<file path="src/rtl/mm_arb_pkg.sv">
// Shared types and job-shape constants for the matrix-multiplier job arbiter.
// The state encoding is fixed so the debug output keeps a stable meaning.
package mm_arb_pkg;

   localparam logic [1:0] ST_IDLE  = 2'd0;
   localparam logic [1:0] ST_LOAD  = 2'd1;
   localparam logic [1:0] ST_DRAIN = 2'd2;

   typedef enum logic [1:0] {
      IDLE  = ST_IDLE,
      LOAD  = ST_LOAD,
      DRAIN = ST_DRAIN
   } state_t;

   localparam int W_BEATS   = 64;
   localparam int X_BEATS   = 8;
   localparam int RES_BEATS = 8;

   localparam int BEAT_CNT_W = 7;
   localparam int RES_CNT_W  = 3;

   // Index of the final input beat of a job, chosen by its head beat.
   function automatic logic [BEAT_CNT_W-1:0] last_beat(input logic new_matrix);
      return new_matrix ? BEAT_CNT_W'(W_BEATS + X_BEATS - 1) : BEAT_CNT_W'(X_BEATS - 1);
   endfunction

endpackage

</file>
<file path="src/rtl/rr_pick.sv">
// Combinational rotate-priority picker: first set bit of elig at or after ptr,
// wrapping at N.
module rr_pick #(
   parameter int N  = 4,
   parameter int IW = $clog2(N)
) (
   input  logic [N-1:0]  elig,
   input  logic [IW-1:0] ptr,
   output logic          found,
   output logic [IW-1:0] idx
);

   logic [2*N-1:0] rot;

   // Doubling the vector lets a plain right shift act as a rotate.
   assign rot = {elig, elig} >> ptr;

   always_comb begin
      found = 1'b0;
      idx   = '0;
      for (int k = 0; k < N; k++) begin
         if (!found && rot[k]) begin
            found = 1'b1;
            if (int'(ptr) + k >= N) idx = IW'(int'(ptr) + k - N);
            else                    idx = IW'(int'(ptr) + k);
         end
      end
   end

endmodule

</file>
<file path="src/rtl/mm_job_arbiter.sv">
// Round-robin arbiter granting a shared matrix-vector multiplier to one
// requester per job, returning that job's results and tracking weight ownership.
module mm_job_arbiter
   import mm_arb_pkg::*;
#(
   parameter int N_REQ  = 4,
   parameter int DATA_W = 8,
   parameter int RES_W  = 32
) (
   input  logic                      clk,
   input  logic                      rst,
   input  logic [N_REQ-1:0]          req_valid,
   input  logic [N_REQ-1:0]          req_new_matrix,
   input  logic [N_REQ*DATA_W-1:0]   req_data,
   output logic [N_REQ-1:0]          req_ready,
   output logic [N_REQ-1:0]          rsp_valid,
   output logic [RES_W-1:0]          rsp_data,
   input  logic [N_REQ-1:0]          rsp_ready,
   output logic                      mm_input_valid,
   output logic                      mm_new_matrix,
   output logic [DATA_W-1:0]         mm_data,
   input  logic                      mm_input_ready,
   input  logic                      mm_output_valid,
   input  logic [RES_W-1:0]          mm_output_data,
   output logic                      mm_output_ready,
   output logic                      busy,
   output logic [$clog2(N_REQ)-1:0]  gnt_idx,
   output logic                      w_owner_valid,
   output logic [$clog2(N_REQ)-1:0]  w_owner,
   output logic [1:0]                state_dbg
);

   localparam int IW = $clog2(N_REQ);

   // Handshakes: a beat or result transfers in a cycle where valid and ready
   // are both high at the rising edge; valid never waits on ready.

   state_t                  state;
   logic [IW-1:0]           rr_ptr;
   logic                    job_nm;
   logic [BEAT_CNT_W-1:0]   beat_cnt;
   logic [RES_CNT_W-1:0]    res_cnt;
   logic [N_REQ-1:0]        elig;
   logic                    pick_found;
   logic [IW-1:0]           pick_idx;
   logic [IW-1:0]           next_ptr;
   logic [DATA_W-1:0]       gnt_data;
   logic                    in_hs;
   logic                    out_hs;

   // An x-only job may only run against weights its requester already loaded.
   always_comb begin
      elig = '0;
      for (int i = 0; i < N_REQ; i++) begin
         elig[i] = req_valid[i] && (req_new_matrix[i] || (w_owner_valid && w_owner == IW'(i)));
      end
   end

   rr_pick #(
      .N  (N_REQ),
      .IW (IW)
   ) u_pick (
      .elig  (elig),
      .ptr   (rr_ptr),
      .found (pick_found),
      .idx   (pick_idx)
   );

   always_comb begin
      gnt_data = '0;
      for (int i = 0; i < N_REQ; i++) begin
         if (gnt_idx == IW'(i)) gnt_data = req_data[i*DATA_W +: DATA_W];
      end
   end

   always_comb begin
      req_ready       = '0;
      rsp_valid       = '0;
      mm_input_valid  = 1'b0;
      mm_new_matrix   = 1'b0;
      mm_output_ready = 1'b0;
      case (state)
         LOAD: begin
            mm_input_valid     = req_valid[gnt_idx];
            req_ready[gnt_idx] = mm_input_ready;
            mm_new_matrix      = job_nm && (beat_cnt == '0);
         end
         DRAIN: begin
            rsp_valid[gnt_idx] = mm_output_valid;
            mm_output_ready    = rsp_ready[gnt_idx];
         end
         default: ;
      endcase
   end

   assign mm_data   = gnt_data;
   assign rsp_data  = mm_output_data;
   assign busy      = (state != IDLE);
   assign state_dbg = state;
   assign in_hs     = mm_input_valid && mm_input_ready;
   assign out_hs    = mm_output_valid && mm_output_ready;
   assign next_ptr  = (gnt_idx == IW'(N_REQ - 1)) ? '0 : gnt_idx + 1'b1;

   always_ff @(posedge clk) begin
      if (rst) begin
         state         <= IDLE;
         rr_ptr        <= '0;
         gnt_idx       <= '0;
         w_owner       <= '0;
         w_owner_valid <= 1'b0;
         job_nm        <= 1'b0;
         beat_cnt      <= '0;
         res_cnt       <= '0;
      end else begin
         case (state)
            IDLE: begin
               if (pick_found) begin
                  gnt_idx  <= pick_idx;
                  job_nm   <= req_new_matrix[pick_idx];
                  beat_cnt <= '0;
                  state    <= LOAD;
               end
            end
            LOAD: begin
               if (in_hs) begin
                  beat_cnt <= beat_cnt + 1'b1;
                  if (beat_cnt == last_beat(job_nm)) begin
                     res_cnt <= '0;
                     state   <= DRAIN;
                  end
               end
            end
            DRAIN: begin
               if (out_hs) begin
                  res_cnt <= res_cnt + 1'b1;
                  if (res_cnt == RES_CNT_W'(RES_BEATS - 1)) begin
                     state  <= IDLE;
                     rr_ptr <= next_ptr;
                     // A weight load, even by the current owner, hands ownership to this requester.
                     if (job_nm) begin
                        w_owner       <= gnt_idx;
                        w_owner_valid <= 1'b1;
                     end
                  end
               end
            end
            default: state <= IDLE;
         endcase
      end
   end

endmodule

</file>
<file path="config.mk">
export PLATFORM = sky130hd
export DESIGN_NAME = mm_job_arbiter
export DESIGN_NICKNAME = d
export VERILOG_FILES = /design/src/rtl/mm_arb_pkg.sv /design/src/rtl/rr_pick.sv /design/src/rtl/mm_job_arbiter.sv
export SDC_FILE = /design/constraint.sdc
export NUM_CORES = 1
export LEC_CHECK = 0
export CAP_MARGIN = 40
export CORE_UTILIZATION = 36
export DETAILED_ROUTE_END_ITERATION = 8
export GPL_ROUTABILITY_DRIVEN = 0
export GPL_TIMING_DRIVEN = 0
export HOLD_SLACK_MARGIN = 0.03
export PLACE_DENSITY_LB_ADDON = 0.1
export SLEW_MARGIN = 20
export SYNTH_ARGS = -nofsm -noshare
export SYNTH_HDL_FRONTEND = slang
export SYNTH_SLANG_ARGS = --single-unit
</file>
<file path="constraint.sdc">
create_clock -name clk -period 2.7 [get_ports clk]
set_input_delay 0.675 -clock clk [delete_from_list [all_inputs] [get_ports clk]]
set_output_delay 0.675 -clock clk [all_outputs]
set_load 0.02 [all_outputs]
</file>
==> flow_metrics.py, run 1 <==
metrics = {
    "finish": {
        "syn_to_final_growth_pct": 67.4,
        "antennaDiodeCount": 0,
        "finalNonFillerCells": 401,
        "fin_area_um2": 2930,
        "layout-drive-gt1-share_pct": 20.7,
        "utilization_pct": 62.5,
        "num-nets-final": 437,
        "fillCellCount": 449,
    },
    "die": {
        "die_area_um2": 5150,
        "std_cell_rows": 25,
        "chipHeight_um": 71.8,
        "initial_utilization_pct": 37.3,
        "design.portCount": 139,
        "core_um2": 4690,
        "die_x_um": 71.8,
    },
    "grt": {
        "grt_pass1_wl_um": 8170,
        "total_routing_usage_gr_pct": 19.6,
        "antenna_found_initial": 0,
        "grt_start_max_net_pins": 11,
        "via_count_of_the_first_global_routing_pass": 1779,
        "globalRoute.totalOverflow": 0,
    },
    "place": {
        "placed_cells_incl_taps": 396,
        "port_buffers": 106,
        "dpl-instance-area_um2": 2880,
        "dp_hpwl_um": 4080,
    },
    "synth": {
        "synth-seq-area-share_pct": 22.9,
        "synth_area_um2": 1750,
        "number_of_unique_standard_cell_types_used_by_synthesis": 44,
        "synth_fp_nets": 324,
        "avgSynthCellArea_um2": 7.42,
        "synth.yosys.warnings": 0,
        "synth.ff_latch_count": 20,
        "synthesis.instances": 236,
    },
    "power_and_ir_drop": {
        "total_leakage_power_uw": 0.00132,
        "peakVddDrop_uv": 215,
        "total_power_uw": 914,
        "power-per-cell-area_nw_per_um2": 312,
    },
    "clock_network": {
        "cts_hold_repair.buffers": 0,
        "cts.sinks": 20,
        "root_buffer": "sky130_fd_sc_hd__clkbuf_8",
        "cts_made_buffers": 3,
        "tritoncts": "built",
        "cts_htree_levels": 1,
        "clk-insertion-delay-late_ns": 0.26,
        "clk_pin_slew_ns": 0.07,
        "cts.path.max_buffers": 2,
    },
    "routing": {
        "detailroute.wirelength.met2_um": 2540,
        "num_vias": 1977,
        "detailedRoute.firstIterationViolations": 96,
        "dr_wl_met3_um": 265,
        "antenna_left": 0,
        "viasPerCell": 4.93,
        "topRoutingLayerUsed": "met4",
        "drc": 0,
        "routed_wl_um": 5090,
        "drt-met1-wl_um": 2240,
        "dr.pass1.iters": 4,
        "route.detailed.wl_per_inst_um": 12.7,
    },
    "sta": {
        "normalized_max_slew_margin_pct": 66.4,
        "worst-slew-pin-transition_ns": 0.504,
        "hold_viol": 0,
        "setup_repair_after_global_routing_missed_its_margin": "no",
        "finalWorstPathRequiredPeriod_ns": 2.65,
        "clock-skew-final_ns": 0.00476,
        "setup_viol": 0,
        "min_period_over_period_pct": 98.3,
        "achievable-frequency_mhz": 377,
        "report.final.slew_viol_count": 0,
        "tns_ns": 0,
    },
    "min_path": {
        "hold_path.class": "flip-flop to flip-flop",
    },
    "worst_setup_path": {
        "crit_arrival_ns": 1.98,
        "start_kind": "input pin",
        "path_class": "input pin to primary output",
        "crit_path_max_fanout": 3,
        "end_kind": "primary output",
        "crit_required_ns": 2.03,
    },
    "outcome": {
        "status": "complete, no violations",
    },
    "run": {
        "max_cap_viol_count": 0,
    },
}
==> what timing repair did <==
item / in CTS / in global routing
gates resized for setup: 57 / 16
setup endpoints to repair: 19 / 10
buffers inserted: 1 / 3
==> final cells by class <==
| type | count | area (um2) | share of cell area, % |
|---|---|---|---|
| inverters | 8 | 30.0 | 1.02 |
| multi-input cells | 167 | 1060 | 36.2 |
| well taps | 54 | 67.6 | 2.30 |
| flip-flops and latches | 20 | 408 | 13.9 |
| plain buffers | 39 | 278 | 9.48 |
| clock buffers | 3 | 41.3 | 1.41 |
| repair buffers | 110 | 1040 | 35.6 |
==> cell usage in the layout (no fill, tap or decap), types with 3 or more instances in the layout <==
| cell | instances |
|---|---|
| sky130_fd_sc_hd__nor3_1 | 3 |
| sky130_fd_sc_hd__nor2_1 | 29 |
| sky130_fd_sc_hd__clkdlybuf4s50_1 | 85 |
| sky130_fd_sc_hd__a31oi_1 | 3 |
| sky130_fd_sc_hd__clkbuf_2 | 5 |
| sky130_fd_sc_hd__inv_1 | 7 |
| sky130_fd_sc_hd__mux2i_1 | 3 |
| sky130_fd_sc_hd__o21ai_0 | 7 |
| sky130_fd_sc_hd__buf_2 | 7 |
| sky130_fd_sc_hd__a22oi_1 | 7 |
| sky130_fd_sc_hd__ha_1 | 6 |
| sky130_fd_sc_hd__o21ai_1 | 6 |
| sky130_fd_sc_hd__nand4_1 | 5 |
| sky130_fd_sc_hd__dlymetal6s2s_1 | 3 |
| sky130_fd_sc_hd__nor2b_1 | 3 |
| sky130_fd_sc_hd__and3_1 | 11 |
| sky130_fd_sc_hd__xor2_1 | 5 |
| sky130_fd_sc_hd__nand2_1 | 22 |
| sky130_fd_sc_hd__buf_4 | 36 |
| sky130_fd_sc_hd__clkbuf_8 | 3 |
| sky130_fd_sc_hd__dlygate4sd2_1 | 8 |
| sky130_fd_sc_hd__nand3_1 | 7 |
| sky130_fd_sc_hd__a21oi_1 | 19 |
| sky130_fd_sc_hd__dfxtp_1 | 18 |
==> cells by family after synthesis <==
kind of cell | after synthesis | share of synthesized area, %
AO/OA/AOI/OAI | 53 | 19.1
XOR/XNOR | 6 | 3.00
adder cells (fa/ha/maj) | 8 | 5.71
buffers and inverters | 49 | 17.4
flip-flops | 20 | 22.9
multiplexers | 7 | 5.79
AND/OR/NAND/NOR | 93 | 26.2
==> registers in the layout, summed over array words and instances, names as in the netlist <==
name,cells
beat_cnt,7
gnt_idx,2
job_nm,1
res_cnt,3
rr_ptr,2
state_dbg,2
w_owner,2
w_owner_valid,1
==> Yosys cell counts, drive strengths merged <==
master	number	area share, %
o211a	1	0.57
a41oi	1	0.93
nor4b	1	0.50
nand2	22	4.7
nand3	7	2.0
inv	8	1.7
mux2	2	1.5
mux4	2	2.6
nor2	30	6.6
nand4	5	1.8
o221ai	1	0.50
nor4	1	0.36
mux2i	3	1.7
nor3b	1	0.43
nor2b	3	1.1
a31oi	3	1.1
nand2b	1	0.36
nor3	3	0.86
o21a	2	0.86
clkbuf	9	1.9
a21oi	20	5.9
a221oi	1	0.50
dfxtp	20	23
or2	2	0.86
o311a	1	0.57
xnor2	1	0.50
or3	1	0.36
and3	12	4.6
and2	2	0.79
xor2	5	2.5
ha	8	5.7
a22oi	7	3.0
o211ai	1	0.43
o21ai	15	4.7
and3b	2	1.0
buf	32	14
==> worst max-delay path: stages <==
cell and delay [ns]:
sky130_fd_sc_hd__clkdlybuf4s50_1 0.44, sky130_fd_sc_hd__mux4_2 0.50, sky130_fd_sc_hd__and2_2 0.21, sky130_fd_sc_hd__buf_2 0.15
==> per-layer routing <==
layer  vias up  global-route usage, %
li1       1015                      -
met1       894                   25.6
met2        64                   34.2
met3         4                   3.52
met4         0                   3.49
met5         -                      0
==> final timing paths <==
path                                     from             end  slack, ns  cells after the start
worst min-delay path            w_owner_valid   w_owner_valid       0.50                      2
worst max-delay path             req_valid[0]  mm_input_valid       0.05                      4
worst max register to register     gnt_idx[0]     beat_cnt[0]       0.68                      7
worst min register to register  w_owner_valid   w_owner_valid       0.50                      2
==> stage by stage <==
| stage | worst slack, ns | hold WS, ns |
|---|---|---|
| 6_report | 0.0464 | 0.504 |
| 5_1_grt | 0.00754 | 0.534 |
| 4_1_cts | 0.0125 | 0.508 |
| 3_5_place_dp | -0.406 | 0.496 |
| 3_3_place_gp | -0.450 | 0.482 |
| 2_1_floorplan | 0.156 | 0.469 |
==> report_power, final <==
| group | switching, uW | internal (uW) |
|---|---|---|
| registers | 10.3 | 301 |
| clock network | 95.8 | 99.4 |
| logic | 188 | 220 |
| total | 294 | 620 |
No activity file was read; power rests on OpenSTA's default activity.
==> run 2, diff against run 1 <==
Settings changed: SLEW_MARGIN 20 to not set.
==> results of run 2 <==
No change in the layout: final DEF, timing and power equal those of run 1.
==> run 3, diff against run 2 <==
Settings changed: CORE_UTILIZATION 36 to 34.
Clock period 2.7 ns to 2.5 ns, I/O delays scaled along.
==> run 3 against run 2 <==
  * Sequential cell count is the same
  * Worst hold slack lost 0.0070 ns
  * Sequential power grew 7.7%
  * Highest routed layer unchanged
  * Critical path depth is the same
  * Count of clock-buffer cells in the layout is the same
  * Register-to-register slack lost 0.36 ns
  * Critical endpoint is now mm_output_ready
  * Critical path type unchanged
  * Largest power group unchanged
  * Global-route usage shrank 1.1 points
==> flow_metrics.py, run 3 (synthesis gave the netlist of run 1 again) <==
metrics = {
    "outcome": {
        "status": "complete, no violations",
    },
    "sta": {
        "report.final.slew_viol_count": 0,
        "setup_repair_after_global_routing_missed_its_margin": "yes",
        "setup_viol": 0,
        "finalWorstSetupSlack_ns": 0.0599,
        "worst-slew-pin-transition_ns": 0.470,
        "finalWorstPathRequiredPeriod_ns": 2.44,
        "min_period_over_period_pct": 97.6,
        "normalized_max_slew_margin_pct": 68.7,
        "hold_viol": 0,
        "achievable-frequency_mhz": 410,
        "clock-skew-final_ns": 0.00101,
    },
    "die": {
        "core_um2": 4850,
        "design.portCount": 139,
        "chipHeight_um": 73.8,
        "std_cell_rows": 25,
        "initial_utilization_pct": 36.1,
        "die_area_um2": 5440,
        "die_x_um": 73.8,
    },
    "power_and_ir_drop": {
        "power-per-cell-area_nw_per_um2": 335,
        "clockPowerShare_pct": 20.8,
        "power.sequential.fraction_pct": 33.8,
        "total_power_uw": 992,
        "total_leakage_power_uw": 0.00130,
        "peakVddDrop_uv": 244,
        "switching_share_pct": 31.7,
        "power.switching_uw": 314,
        "internal-power_uw": 677,
        "power.share.combinational_pct": 45.4,
    },
    "place": {
        "placed_cells_incl_taps": 409,
        "dp_hpwl_um": 4210,
        "preCtsSetupSlack_ns": -0.498,
        "port_buffers": 106,
    },
    "worst_setup_path": {
        "end_kind": "primary output",
        "critical_path_cell_count": 4,
        "cp.buffers_inverters": 2,
        "crit_path_max_incr_delay_ns": 0.47,
        "start_kind": "input pin",
        "path_class": "input pin to primary output",
        "cp-startpoint": "rsp_ready[3]",
        "crit_arrival_ns": 1.82,
        "timing.critical_path.max_delay_family": "buffers and inverters",
        "worst_path_max_delay_cell": "sky130_fd_sc_hd__mux4_2",
        "crit_required_ns": 1.88,
        "reg2reg_depth": 8,
        "worst-r2r-setup-slack_ns": 0.32,
        "regToRegEndpoint": "beat_cnt[0]",
        "path_cells": "clkdlybuf4s50_1, mux4_2, and2_1, buf_2",
        "worst_r2r_startpoint": "gnt_idx[0]",
        "cp-endpoint": "mm_output_ready",
        "crit_path_max_fanout": 2,
    },
    "clock_network": {
        "root_buffer": "sky130_fd_sc_hd__clkbuf_8",
        "cts.sinks": 20,
        "clk_pin_slew_ns": 0.07,
        "cts_made_buffers": 3,
        "cts_htree_levels": 1,
        "cts_hold_repair.buffers": 0,
        "clk-insertion-delay-late_ns": 0.25,
        "cts.path.max_buffers": 2,
        "tritoncts": "built",
    },
    "routing": {
        "detailedRoute.firstIterationViolations": 61,
        "num_vias": 1983,
        "antenna_left": 0,
        "drc": 0,
        "viasPerCell": 4.78,
        "dr.pass1.iters": 4,
        "routed_wl_um": 5140,
        "route.detailed.wl_per_inst_um": 12.4,
    },
    "min_path": {
        "hold_path_depth": 2,
        "hold_path.class": "flip-flop to flip-flop",
    },
    "run": {
        "max_cap_viol_count": 0,
    },
    "finish": {
        "layout-drive-gt1-share_pct": 21.8,
        "antennaDiodeCount": 0,
        "largest-register": "beat_cnt",
        "layout.cells.most_common": "sky130_fd_sc_hd__clkdlybuf4s50_1",
        "layout_common_cells": "83 x sky130_fd_sc_hd__clkdlybuf4s50_1, 42 x sky130_fd_sc_hd__buf_4, 29 x sky130_fd_sc_hd__nor2_1, 22 x sky130_fd_sc_hd__nand2_1, 19 x sky130_fd_sc_hd__a21oi_1",
        "syn_to_final_growth_pct": 69.1,
        "largest_register_ff_count": 7,
        "num-nets-final": 438,
        "finalNonFillerCells": 415,
        "largest_registers": "beat_cnt x7, res_cnt x3",
        "fillCellCount": 447,
    },
    "grt": {
        "total_routing_usage_gr_pct": 18.5,
        "globalRoute.totalOverflow": 0,
        "grt_pass1_wl_um": 8020,
        "grt_start_max_net_pins": 11,
        "antenna_found_initial": 0,
        "via_count_of_the_first_global_routing_pass": 1789,
    },
}
==> run 3: area by class of cell <==
type                       count  area, um2  share of cell area (%)
inverter                       8       33.8                    1.14
sequential                    20        408                    13.8
tap                           67       83.8                    2.83
multi-input combinational    167       1070                    36.1
buffer                        39        280                    9.46
clock buffer                   3       41.3                    1.39
timing repair buffer         111       1050                    35.3
==> run 3: worst min path at each step <==
stage,start,end,slack (ns)
6_report,w_owner_valid,w_owner_valid,0.50
5_1_grt,state_dbg[1],state_dbg[0],0.52
4_1_cts,state_dbg[1],state_dbg[0],0.51
3_5_place_dp,w_owner_valid,w_owner_valid,0.49
3_3_place_gp,w_owner_valid,w_owner_valid,0.48
2_1_floorplan,rr_ptr[1],rr_ptr[1],0.47
==> run 3: through the flow <==
stage               setup TNS (ns)  hold WS [ns]  util (%)  area [um2]
detailed placement           -6.26         0.492      59.7        2900
global route               -0.0338         0.518      61.1        2960
finish                           0         0.497      61.1        2960
floorplan                        0         0.469         -        1750
CTS                              0         0.507      60.4        2930
global placement             -6.36         0.484      59.7        2900
==> run 3: timing repair <==
| item | CTS | global route |
|---|---|---|
| gates resized for setup | 74 | 15 |
| endpoints found under the hold margin | 0 | 0 |
| pin swaps | 1 | 2 |
| endpoints found under the setup margin | 19 | 9 |
| setup buffers | 4 | 1 |
==> run 3: worst reg2reg max path, stage by stage (launching register included) <==
cell	delay (ns)
sky130_fd_sc_hd__dfxtp_4	0.36
sky130_fd_sc_hd__buf_4	0.13
sky130_fd_sc_hd__buf_4	0.13
sky130_fd_sc_hd__mux4_2	0.54
sky130_fd_sc_hd__buf_4	0.17
sky130_fd_sc_hd__and3_4	0.19
sky130_fd_sc_hd__or2_4	0.24
sky130_fd_sc_hd__mux2_4	0.30
sky130_fd_sc_hd__nor2_2	0.07
==> run 3: power groups by stage <==
| stage | clock network (uW) | registers [uW] | logic, uW |
|---|---|---|---|
| 3_5_place_dp | 0 | 344 | 451 |
| 6_report | 206 | 335 | 450 |
| 5_1_grt | 219 | 336 | 488 |
| 4_1_cts | 212 | 335 | 442 |
| 3_3_place_gp | 0 | 345 | 447 |
| 2_1_floorplan | 0 | 344 | 232 |
==> run 3: layer usage <==
layer / track usage (%) / vias to the layer above / share of wire, %
li1: - / 1016 / -
met1: 24.0 / 908 / 43
met2: 32.6 / 57 / 51
met3: 2.88 / 2 / 5.0
met4: 2.56 / 0 / 0.31
met5: 0 / - / 0
